`config.mk`:
```
export PLATFORM = sky130hd
export DESIGN_NAME = insight_tap_event_capture
export DESIGN_NICKNAME = d
export VERILOG_FILES = /design/src/rtl/insight_tap_evt_pkg.sv /design/src/rtl/insight_tap_evt_fifo.sv /design/src/rtl/insight_tap_event_capture.sv
export SDC_FILE = /design/constraint.sdc
export NUM_CORES = 1
export LEC_CHECK = 0
export ABC_CLOCK_PERIOD_IN_PS = 4700
export CAP_MARGIN = 15
export CORE_ASPECT_RATIO = 1.75
export CORE_MARGIN = 2
export CORE_UTILIZATION = 48
export CTS_CLUSTER_SIZE = 24
export DETAILED_ROUTE_END_ITERATION = 10
export PLACE_DENSITY = 0.69
export SYNTH_ARGS = -nofsm -noshare
export SYNTH_HDL_FRONTEND = slang
export SYNTH_SLANG_ARGS = --single-unit
```
`constraint.sdc`:
```
create_clock -name clock -period 4.7 [get_ports clock]
set_input_delay 0.94 -clock clock [delete_from_list [all_inputs] [get_ports clock]]
set_output_delay 0.94 -clock clock [all_outputs]
set_load 0.01 [all_outputs]
```
`src/rtl/insight_tap_evt_pkg.sv`:
```
// Shared widths, record layout and event kinds for the Insight tap event capture.
package insight_tap_evt_pkg;

  localparam int unsigned FLAG_W  = 5;
  localparam int unsigned FIELD_W = 8;
  localparam int unsigned TS_W    = 16;
  localparam int unsigned REC_W   = 31;

  typedef enum logic {
    EVT_CHANGE = 1'b0,
    EVT_SYNC   = 1'b1
  } evt_kind_e;

  typedef struct packed {
    logic               lost;
    evt_kind_e          kind;
    logic [TS_W-1:0]    ts;
    logic [FIELD_W-1:0] field;
    logic [FLAG_W-1:0]  flags;
  } evt_rec_t;

  function automatic evt_rec_t make_rec(input logic lost, input evt_kind_e kind,
                                        input logic [TS_W-1:0] ts,
                                        input logic [FIELD_W-1:0] field,
                                        input logic [FLAG_W-1:0] flags);
    evt_rec_t r;
    r.lost  = lost;
    r.kind  = kind;
    r.ts    = ts;
    r.field = field;
    r.flags = flags;
    return r;
  endfunction

endpackage

```
`src/rtl/insight_tap_evt_fifo.sv`:
```
// Synchronous first-word-fall-through FIFO; head word is read from registered storage.
module insight_tap_evt_fifo #(
  parameter int unsigned DEPTH = 8,
  parameter int unsigned WIDTH = 31
) (
  input  logic             clock,
  input  logic             reset_n,
  input  logic             push,
  input  logic [WIDTH-1:0] push_data,
  input  logic             pop,
  output logic [WIDTH-1:0] pop_data,
  output logic             full,
  output logic             empty
);

  localparam int unsigned AW = $clog2(DEPTH);
  localparam logic [AW:0] FULL_CNT = (AW+1)'(DEPTH);

  logic [WIDTH-1:0] mem [DEPTH];
  logic [AW-1:0]    wr_ptr;
  logic [AW-1:0]    rd_ptr;
  logic [AW:0]      count;
  logic             wr_en;
  logic             rd_en;

  assign full  = (count == FULL_CNT);
  assign empty = (count == '0);
  assign rd_en = pop && !empty;
  // A push into a full FIFO is accepted only when the head leaves in the same cycle.
  assign wr_en = push && (!full || rd_en);
  assign pop_data = empty ? '0 : mem[rd_ptr];

  // Storage write; no reset needed because the head is masked while empty.
  always_ff @(posedge clock) begin
    if (wr_en) mem[wr_ptr] <= push_data;
  end

  // Pointer and occupancy bookkeeping.
  always_ff @(posedge clock or negedge reset_n) begin
    if (!reset_n) begin
      wr_ptr <= '0;
      rd_ptr <= '0;
      count  <= '0;
    end else begin
      if (wr_en) wr_ptr <= wr_ptr + 1'b1;
      if (rd_en) rd_ptr <= rd_ptr + 1'b1;
      case ({wr_en, rd_en})
        2'b10:   count <= count + 1'b1;
        2'b01:   count <= count - 1'b1;
        default: count <= count;
      endcase
    end
  end

endmodule

```
`src/rtl/insight_tap_event_capture.sv`:
```
// Samples the CSR data taps, emits timestamped change/sync records through a FIFO,
// and tracks records dropped on overflow.
module insight_tap_event_capture
  import insight_tap_evt_pkg::*;
#(
  parameter int unsigned DEPTH = 8,
  parameter int unsigned TS_W  = 16
) (
  input  logic                             clock,
  input  logic                             reset_n,
  input  logic                             enable,
  input  logic [FLAG_W-1:0]                tap_flags,
  input  logic [FIELD_W-1:0]               tap_field,
  output logic                             out_valid,
  input  logic                             out_ready,
  output logic [TS_W+FIELD_W+FLAG_W+1:0]   out_record,
  output logic [7:0]                       lost_count
);

  localparam int unsigned TAP_W = FIELD_W + FLAG_W;
  localparam int unsigned RW    = TS_W + TAP_W + 2;

  logic [TAP_W-1:0] s_cur;
  logic [TAP_W-1:0] s_prev;
  logic             enable_d;
  logic             primed;
  logic             wrap_pending;
  logic             lost_sticky;
  logic [TS_W-1:0]  ts;

  logic             rise;
  logic             capture;
  logic             full;
  logic             empty;
  logic             pop;
  logic             free;
  logic             change_evt;
  logic             sync_evt;
  logic             push;
  logic             drop;
  evt_kind_e        kind;
  logic [TS_W-1:0]  rec_ts;
  logic [RW-1:0]    push_data;

  // Capture is active from the cycle after the registered enable rise, so the
  // baseline record is compared while ts already reads 0.
  assign rise    = enable && !enable_d;
  assign capture = enable && enable_d;

  assign pop        = out_ready && !empty;
  assign free       = !full || pop;
  assign change_evt = capture && ((s_cur != s_prev) || !primed);
  // Sync markers are only attempted into a free slot, so they are never dropped.
  assign sync_evt   = capture && wrap_pending && !change_evt && free;
  assign push       = (change_evt && free) || sync_evt;
  assign drop       = change_evt && !free;
  assign out_valid  = !empty;

  // Record assembly; change records take priority over sync markers.
  always_comb begin
    kind      = change_evt ? EVT_CHANGE : EVT_SYNC;
    rec_ts    = change_evt ? ts : '0;
    push_data = {lost_sticky, kind, rec_ts, s_cur};
  end

  // Two-stage tap sampling for change detection.
  always_ff @(posedge clock or negedge reset_n) begin
    if (!reset_n) begin
      s_cur  <= '0;
      s_prev <= '0;
    end else begin
      s_cur  <= {tap_field, tap_flags};
      s_prev <= s_cur;
    end
  end

  // Enable edge tracking, priming and the free-running timestamp.
  always_ff @(posedge clock or negedge reset_n) begin
    if (!reset_n) begin
      enable_d <= 1'b0;
      primed   <= 1'b0;
      ts       <= '0;
    end else begin
      enable_d <= enable;
      if (!enable)       primed <= 1'b0;
      else if (enable_d) primed <= 1'b1;
      if (rise)        ts <= '0;
      else if (enable) ts <= ts + 1'b1;
    end
  end

  // Pending sync marker, armed when the timestamp wraps; a fresh enable restarts time.
  always_ff @(posedge clock or negedge reset_n) begin
    if (!reset_n) begin
      wrap_pending <= 1'b0;
    end else if (rise) begin
      wrap_pending <= 1'b0;
    end else if (capture && (ts == '1)) begin
      wrap_pending <= 1'b1;
    end else if (sync_evt) begin
      wrap_pending <= 1'b0;
    end
  end

  // Overflow accounting: sticky lost marker and saturating drop counter.
  always_ff @(posedge clock or negedge reset_n) begin
    if (!reset_n) begin
      lost_sticky <= 1'b0;
      lost_count  <= '0;
    end else if (rise) begin
      lost_sticky <= 1'b0;
      lost_count  <= '0;
    end else if (drop) begin
      lost_sticky <= 1'b1;
      if (lost_count != 8'hFF) lost_count <= lost_count + 8'd1;
    end else if (push) begin
      lost_sticky <= 1'b0;
    end
  end

  insight_tap_evt_fifo #(
    .DEPTH (DEPTH),
    .WIDTH (RW)
  ) u_fifo (
    .clock     (clock),
    .reset_n   (reset_n),
    .push      (push),
    .push_data (push_data),
    .pop       (pop),
    .pop_data  (out_record),
    .full      (full),
    .empty     (empty)
  );

endmodule

```
==> summary.txt <==
Run status
  – Outcome: completed

Setup path
  – Critical path depth: 5
  – Crit path cell chain: buf_4 -> mux4_2 -> mux2i_1 -> nor2_1 -> clkdlybuf4s50_1
  – CP Capture Type: output port
  – Crit path largest cell delay: 750 ps
  – Startpoint types: flop
  – Family with the most delay on the worst path: buffers and inverters
  – Worst Path Buf+Inv: 2
  – Critical setup path kind: flop to output port
  – Worst Path Required: 3760 ps
  – CP Data Arrival Time: 3050 ps
  – Crit Reg-Reg Startpoint: s_cur[11]
  – CP max-delay cell: dfrtp_4
  – Critical Path Source: u_fifo.rd_ptr[0]
  – R2R depth: 11
  – Worst Path Max Fanout: 24

Routing
  – Antenna-violating nets left: 0
  – DRT Wirelength: 23.9 mm
  – DR WL/cell: 22.4 um
  – Detailed-route via count: 6166
  – # DRC: 0
  – First DRT Iteration DRCs: 572
  – First-pass DRT Iterations: 5
  – DR vias/cell: 5.78

Clock tree
  – H-Tree Depth: 1
  – TritonCTS clock tree: built
  – Clock sink count: 312
  – Worst-Skew Late Latency: 540 ps
  – Post-CTS Setup Bufs: 0
  – Clock root cell: clkbuf_16
  – Max Root-Sink Buffers: 3
  – CTS Buf Count: 26
  – CTS Hold Bufs: 0
  – Resized Gates After CTS: 0
  – Clock-pin slew on the worst setup and hold paths: 70 ps

Power and ir drop
  – Max IR drop VDD: 0.000301 V
  – Leak Pwr: 0.00498 uW
  – PD cells: 554 mW/mm^2

Global route
  – Most Crowded Layer GR: met2
  – Total congestion overflow: 0
  – Met2 usage: 33.1%
  – First-pass GRT wire length: 37.5 mm
  – Met1 Usage GRT: 22.1%
  – Number of global-route vias before repair: 6699
  – Largest net degree at the start of global routing: 36
  – Met3 usage: 2.23%
  – Antenna violations before repair: 0
  – Overall global routing resource usage: 18.1%

Logic synthesis
  – Synthesized flop and latch total: 312
  – Syn_area_per_cell: 18.6 um^2
  – Synthesized area: 0.0123 mm^2
  – Sequential area share after synthesis: 73.5%
  – Post-Syn Nets: 687
  – Syn Inst Count: 663
  – Post-synthesis cell type count: 44
  – Yosys Warn Count: 0

Placed design
  – I/O Buffers: 56
  – DP Wirelength: 14.0 mm
  – Placed insts: 1019
  – GPL Wtd Cong: 0.782
  – Placed cell area: 0.0133 mm^2
  – DP Worst Slack: 1230 ps

STA
  – Final number of setup-violating endpoints: 0
  – Setup TNS: 0 ps
  – Post-layout min period: 3990 ps
  – Final Hold Viols: 0
  – RSZ-0062 raised after global routing: no
  – Worst-margin pin slew: 1140 ps
  – Max-slew violations: 0
  – Worst clock skew: 19.4 ps
  – Final Cycle Share: 84.8%
  – Final WS setup: 714 ps
  – Fmax: 251 MHz
  – Rel. slew slack: 23.6%

Finish
  – ANT cells: 0
  – Fraction of layout cells with a size suffix above 1: 19.6%
  – Fill cell count: 1921
  – Most common cell after layout, fill and taps aside: edfxtp_1
  – Non-filler cells in the finished layout: 1067
  – Final nets: 755
  – Area Overhead vs Synth: 15.6%
  – Commonest cells after routing, fill and taps aside: edfxtp_1 (248), mux4_2 (62), dfrtp_1 (61)
  – Final Cell Area: 0.0142 mm^2

Floorplanning
  – Initial core utilization: 48.8%
  – Die Ht: 216 um
  – Die ar.: 0.0270 mm^2
  – Ports: 57
  – CORE AREA: 0.0252 mm^2
  – Rows: 77
  – Die width: 125 um

Run
  – Max-Cap Viols: 0

Min path
  – Hold Path Class: primary input to asynchronous set/reset pin
[cell usage after synthesis]
master / number / area share [%]
or3_1: 3 / 0.15
inv_2: 2 / 0.061
nor4_1: 7 / 0.36
nand2_2: 1 / 0.051
nand2_1: 19 / 0.58
buf_2: 10 / 0.41
and3_1: 5 / 0.25
a21oi_1: 10 / 0.41
mux2i_1: 33 / 2.7
and4_1: 2 / 0.14
a32o_1: 1 / 0.081
dfrtp_1: 64 / 13
buf_1: 7 / 0.21
o31ai_1: 3 / 0.18
a31oi_1: 2 / 0.10
mux2_2: 1 / 0.091
o21ai_0: 9 / 0.37
a22o_1: 2 / 0.14
nand4_1: 3 / 0.15
xnor2_1: 6 / 0.43
nor4_2: 5 / 0.51
inv_1: 6 / 0.18
o21a_1: 1 / 0.061
edfxtp_1: 248 / 60
o31a_1: 1 / 0.071
buf_6: 1 / 0.091
a41oi_4: 1 / 0.22
ha_1: 7 / 0.71
and2_1: 18 / 0.91
nor2_1: 48 / 1.5
mux4_2: 62 / 11
a41o_1: 2 / 0.16
or4_1: 3 / 0.18
o2bb2ai_1: 1 / 0.071
and2_4: 1 / 0.071
nand3b_1: 3 / 0.18
nand2b_1: 4 / 0.20
mux2_1: 2 / 0.18
clkbuf_1: 15 / 0.46
nor3_1: 3 / 0.12
xor2_1: 24 / 1.7
nand3_1: 13 / 0.53
o21ai_1: 2 / 0.081
o211ai_1: 2 / 0.12
[metrics by stage]
stage	hold slack, ps	total power, uW	util (%)
6_report	439	7880	56.4
3_3_place_gp	479	5680	52.8
2_1_floorplan	460	4810	-
5_1_grt	480	8250	56.4
4_1_cts	441	7990	56.4
3_5_place_dp	497	5730	52.8
[power breakdown]
part,internal [uW],switching [uW],total [uW]
Sequential,3200,316,3520
Clock,1290,966,2260
Combinational,1170,934,2100
[logic make-up after synthesis]
kind of cell,share of synthesized area (%)
mux,14.3
flops,73.5
buf+inv,1.41
simple gates,5.86
fa+ha+maj,0.711
compound gates,2.07
xor+xnor,2.13
[flip-flops by register name (all words and copies together) (netlist names)]
register,count
u_fifo.mem,248
ts,16
s_cur,13
s_prev,13
lost_count,8
u_fifo.count,4
u_fifo.rd_ptr,3
u_fifo.wr_ptr,3
enable_d,1
lost_sticky,1
primed,1
wrap_pending,1
[layout make-up]
type / count / area [um^2] / area share, %
timing repair buffer: 73 / 696 / 4.89
clock inverter: 18 / 215 / 1.51
tap: 316 / 395 / 2.78
multi-input combinational: 310 / 3140 / 22.1
sequential: 312 / 9050 / 63.6
clock buffer: 30 / 697 / 4.90
inverter: 8 / 30.0 / 0.211
[per-layer routing]
layer  up-vias  wire length, um
met4         0              595
met5         -                0
met2       158            12900
met3        41              915
li1       2724                -
met1      3243             9400
[worst paths after layout]
check | to | slack [ps]
hold reg to reg | primed | 520
setup reg to reg | u_fifo.count[2] | 1560
hold / removal | ts[11] | 440
max in group asynchronous | u_fifo.rd_ptr[0] | 3280
min in group clock | primed | 520
setup / recovery | out_record[22] | 710
(Power assumes the default switching activity.)
